[src/rtl/deal_pacer.sv]
// Paces card deals from the slow divided clock: synchronises it into the system
// clock domain, turns its rising edges into ticks, and spaces req/ack deal requests.
module deal_pacer #(
    parameter int unsigned SYNC_STAGES    = 2,
    parameter int unsigned TICKS_PER_DEAL = 1
) (
    input  logic       iclk,
    input  logic       ireset_n,
    input  logic       islowclk,
    input  logic       istart,
    input  logic [2:0] incards,
    input  logic       iabort,
    input  logic       ideal_ack,
    output logic       odeal,
    output logic       otick,
    output logic       obusy,
    output logic       odone,
    output logic [2:0] oremaining
);

    typedef enum logic [1:0] {IDLE, DEAL, WAIT, DONE} state_t;

    localparam logic [3:0] TPD = 4'(TICKS_PER_DEAL);

    state_t                 state;
    logic [SYNC_STAGES-1:0] sync;
    logic                   prev;
    logic [2:0]             remaining;
    logic [3:0]             tcnt;

    // The tick path keeps running through abort; only reset clears it.
    always_ff @(posedge iclk or negedge ireset_n) begin
        if (!ireset_n) begin
            sync  <= '0;
            prev  <= 1'b0;
            otick <= 1'b0;
        end else begin
            sync  <= {sync[SYNC_STAGES-2:0], islowclk};
            prev  <= sync[SYNC_STAGES-1];
            otick <= sync[SYNC_STAGES-1] & ~prev;
        end
    end

    always_ff @(posedge iclk or negedge ireset_n) begin
        if (!ireset_n) begin
            state     <= IDLE;
            remaining <= '0;
            tcnt      <= '0;
        end else if (iabort) begin
            state     <= IDLE;
            remaining <= '0;
            tcnt      <= '0;
        end else begin
            case (state)
                IDLE: begin
                    if (istart) begin
                        remaining <= incards;
                        state     <= (incards != 3'd0) ? DEAL : DONE;
                    end
                end
                DEAL: begin
                    if (ideal_ack) begin
                        remaining <= remaining - 3'd1;
                        tcnt      <= '0;
                        state     <= (remaining == 3'd1) ? DONE : WAIT;
                    end
                end
                WAIT: begin
                    if (otick) begin
                        if (tcnt + 4'd1 >= TPD) begin
                            tcnt  <= TPD;
                            state <= DEAL;
                        end else begin
                            tcnt <= tcnt + 4'd1;
                        end
                    end
                end
                DONE:    state <= IDLE;
                default: state <= IDLE;
            endcase
        end
    end

    assign odeal      = (state == DEAL);
    assign obusy      = (state != IDLE);
    assign odone      = (state == DONE);
    assign oremaining = remaining;

endmodule

[config.mk]
export PLATFORM = sky130hd
export DESIGN_NAME = deal_pacer
export DESIGN_NICKNAME = d
export VERILOG_FILES = /design/src/rtl/deal_pacer.sv
export SDC_FILE = /design/constraint.sdc
export NUM_CORES = 1
export LEC_CHECK = 0
export BUFFER_PORTS_ARGS = -buffer_cell sky130_fd_sc_hd__buf_2
export CAP_MARGIN = 20
export CORE_UTILIZATION = 35
export CTS_CLUSTER_DIAMETER = 150
export DETAILED_ROUTE_END_ITERATION = 6
export PLACE_DENSITY = 0.64
export SLEW_MARGIN = 40
export SYNTH_ARGS = -nofsm -noshare
export SYNTH_HDL_FRONTEND = slang
export SYNTH_SLANG_ARGS = --single-unit
[constraint.sdc]
create_clock -name iclk -period 3.4 [get_ports iclk]
set_clock_uncertainty 0.1 [all_clocks]
set_input_delay 0.17 -clock iclk [delete_from_list [all_inputs] [get_ports iclk]]
set_output_delay 0.17 -clock iclk [all_outputs]
set_load 0.02 [all_outputs]
==> implementation parameters <==
Parameter                              Value

Run status
  Run status ... finished, final reports clean

Critical path
  Critical Path Max Stage Delay ... 0.59 ns
  End of the worst register-to-register path ... state[0]
  Critical Path Sink ... odeal
  Worst path bufs/invs ... 1
  Kind of start point of the critical path ... flop
  Gate family responsible for the most delay along the worst path ... flip-flops
  Crit path kind ... flop to output pin
  Origin of the critical flop-to-flop path ... tcnt[0]
  Data arrival time of the critical path ... 1.37 ns
  Kind of capture point of the worst setup path ... output pin
  Worst Path Required ... 3.13 ns
  Critical Path Start ... state[0]
  Depth of the most critical reg-to-reg path ... 5
  Cell Chain, Critical Path ... nor2b_2, buf_2
  Crit path max-delay cell type ... sky130_fd_sc_hd__dfrtp_1
  Register-to-register setup slack ... 1.84 ns
  Number of cells on the critical path ... 2
  Worst-path maximum fanout ... 13

Synth
  Dominant combinational cell family by area after synthesis ... compound AO/OA/AOI/OAI gates
  Compound-Gate Fraction of Synth Area ... 19.56%
  Gate count of the mapped netlist ... 70
  Yosys warnings ... 0
  Proportion of synthesized chip area in sequential cells ... 43.84%
  Post-synthesis simple-gate area fraction ... 18.38%
  Post-synthesis cell area ... 742.0 sq um
  XOR/XNOR Fraction of Synth Area ... 0%
  Mean area per synthesized cell ... 10.60 sq um
  Proportion of register bits with asynchronous set or reset after synthesis ... 100.0%
  Synth cell types ... 35
  Most instantiated flip-flop cell in the synthesis netlist ... sky130_fd_sc_hd__dfrtp_1
  Adder-cell share of the synthesized area ... 6.745%
  Post-synth EDFFs ... 0
  Mux share of post-synthesis cell area ... 4.722%
  Post-synthesis net count ... 83
  Flop and latch count out of synthesis ... 13

Min path
  Worst hold start ... iabort
  Path category of the worst min-delay check ... input port to flop

Placement
  Cells after DPL ... 110
  Detailed placer's ending HPWL ... 1117 microns
  Post-place instance area ... 834.6 sq um
  Worst Setup Slack post-DPL ... 1.852 ns
  Final estimated routing congestion in global placement ... 0.7713
  Buffers on Ports ... 15

Route
  Detail Route Antenna Nets ... 0
  Per-cell routed wire length ... 12.32 microns
  Violation count after the first detailed-route iteration ... 12
  Vias per cell ... 5.052
  Total via count in the routed design ... 586
  DRC violations left ... 0
  Routed wire length ... 1429 microns
  Count of TritonRoute iterations in the first routing pass ... 4

Die
  Area of the placeable core ... 1982 sq um
  I/O pin count ... 16
  Width of the die ... 48.04 microns
  Initial core utilization ... 37.44%
  Die area ... 2308 sq um
  Std-Cell Rows ... 16
  Die Y-Extent ... 48.04 microns

Power and ir drop
  Total power after layout ... 0.3533 mW
  Seq pwr share ... 50.5%
  Logic pwr share ... 24.1%
  Power share of the clock group ... 25.4%
  Design internal power ... 0.2460 mW
  Leakage power ... 0.4073 nW
  Switching power total ... 0.1072 mW
  Net switching share of the total power ... 30.35%
  Total power density per cell area ... 401.1 nW/um^2
  Worst supply voltage drop on vdd ... 0.3021 mV

Clocking
  Number of sinks on the clock net ... 13
  Clock tree root driver cell ... sky130_fd_sc_hd__clkbuf_4
  Maximum clock insertion buffer count ... 2
  Worst-skew pair later-pin latency ... 0.26 ns
  Number of H-tree levels ... 1
  Post-CTS setup buffers ... 0
  TritonCTS clock tree ... yes
  Clock-pin slew of the registers on the worst-case setup and hold paths ... 0.08 ns
  Number of buffers created by CTS ... 3

Cells and area
  Area growth, synth to finish ... 18.72%
  Final standard cell count with taps included and fillers excluded ... 116
  Most common cell after layout, fill and taps aside ... sky130_fd_sc_hd__buf_2
  Antenna cells ... 0
  Most frequent cells in the layout ... sky130_fd_sc_hd__buf_2 (15), sky130_fd_sc_hd__dfrtp_1 (13), sky130_fd_sc_hd__inv_1 (9), sky130_fd_sc_hd__nor2b_1 (4), sky130_fd_sc_hd__ha_1 (4)
  Share of final-layout standard cells stronger than drive strength 1 ... 28.09%
  Layout net count ... 103
  Number of inserted filler cells in the final layout ... 196
  Share of the core filled with cells in the final layout ... 44.44%
  Layout Cell Area excl Fill ... 880.8 sq um

Global routing
  Wire length of the first global-routing pass ... 2090 microns
  Largest net degree at the start of global routing ... 14
  Global routing met3 resource utilization ... 1.132%
  Number of global-route vias before repair ... 473
  Met1 track demand over resource in global routing ... 20.94%
  GRT Residual Overflow ... 0
  Total track usage ... 13.36%
  Antenna violations before repair ... 0
  Met2 Usage GRT ... 18.11%
  Busiest grt layer ... met1

STA
  Top achievable clock speed ... 609.3 MHz
  Worst setup margin ... 1.759 ns
  Worst Hold Margin ... 0.08568 ns
  Final Hold Violating Endpoints ... 0
  Slew Viols, Final ... 0
  Actual slew at the worst max-slew pin ... 0.4032 ns
  Minimum period implied by the final worst setup slack ... 1.641 ns
  Final Setup Violations ... 0
  Post-Route Setup TNS ... 0 ns
  Setup repair after global routing missed its margin ... no
  Portion of the clock cycle consumed by the worst path in the final layout ... 48.27%
  Worst max-slew margin expressed relative to the limit ... 73.12%

Flow run
  Count of maximum capacitance violations ... 0
logic make-up (layout without fill, tap and decap cells):
kind of cell    Yosys count  count (layout)
buf+inv                  11              30
mux                       3               3
simple gates             22              22
fa+ha+maj                 4               4
compound gates           17              17
flops                    13              13
repair_timing:
action                                 in CTS  in global routing
endpoints found under the hold margin      14                  0
setup endpoints to repair                   0                  0
hold buffers                                2                  0
gates resized for setup                     0                  0
cells in the mapped netlist (2+ instances only):
library cell,instances,area (sq um)
sky130_fd_sc_hd__o31ai_1,2,15.01
sky130_fd_sc_hd__and3b_1,2,17.52
sky130_fd_sc_hd__a31oi_1,2,12.51
sky130_fd_sc_hd__ha_1,4,50.05
sky130_fd_sc_hd__and2_1,2,12.51
sky130_fd_sc_hd__nand2_1,3,11.26
sky130_fd_sc_hd__nor2b_1,4,25.02
sky130_fd_sc_hd__inv_1,9,33.78
sky130_fd_sc_hd__a32o_1,2,20.02
sky130_fd_sc_hd__nor2_1,3,11.26
sky130_fd_sc_hd__dfrtp_1,13,325.3
power groups by stage:
stage | clock network, mW | logic (mW) | registers [mW]
2_1_floorplan | 0 | 0.0573 | 0.180
3_3_place_gp | 0 | 0.0837 | 0.180
3_5_place_dp | 0 | 0.0838 | 0.181
4_1_cts | 0.0947 | 0.0857 | 0.178
5_1_grt | 0.0998 | 0.0954 | 0.180
6_report | 0.0899 | 0.0851 | 0.178
flip-flops by register name, indices dropped and copies added, names as in the netlist:
name / count
sync: 2
state: 2
tcnt: 4
otick: 1
prev: 1
oremaining: 3
worst min path at each step:
stage	endpoint	depth (start not counted)
2_1_floorplan	oremaining[0]	0
3_3_place_gp	prev	1
3_5_place_dp	prev	1
4_1_cts	oremaining[1]	2
5_1_grt	oremaining[1]	2
6_report	oremaining[1]	2
layout make-up:
type	count	area, sq um	share of cell area, %
tap	27	33.78	3.835
multi-input combinational	46	366.6	41.62
timing repair buffer	17	95.09	10.80
clock buffer	4	26.28	2.983
inverter	9	33.78	3.835
sequential	13	325.3	36.93
routing by layer:
metal  vias to the layer above  routed length [microns]
met2                        10                      689
met1                       284                      708
met3                         0                       31
li1                        292                        -
met5                         -                        0
met4                         0                        0
Power figures use the tool's default switching activity.
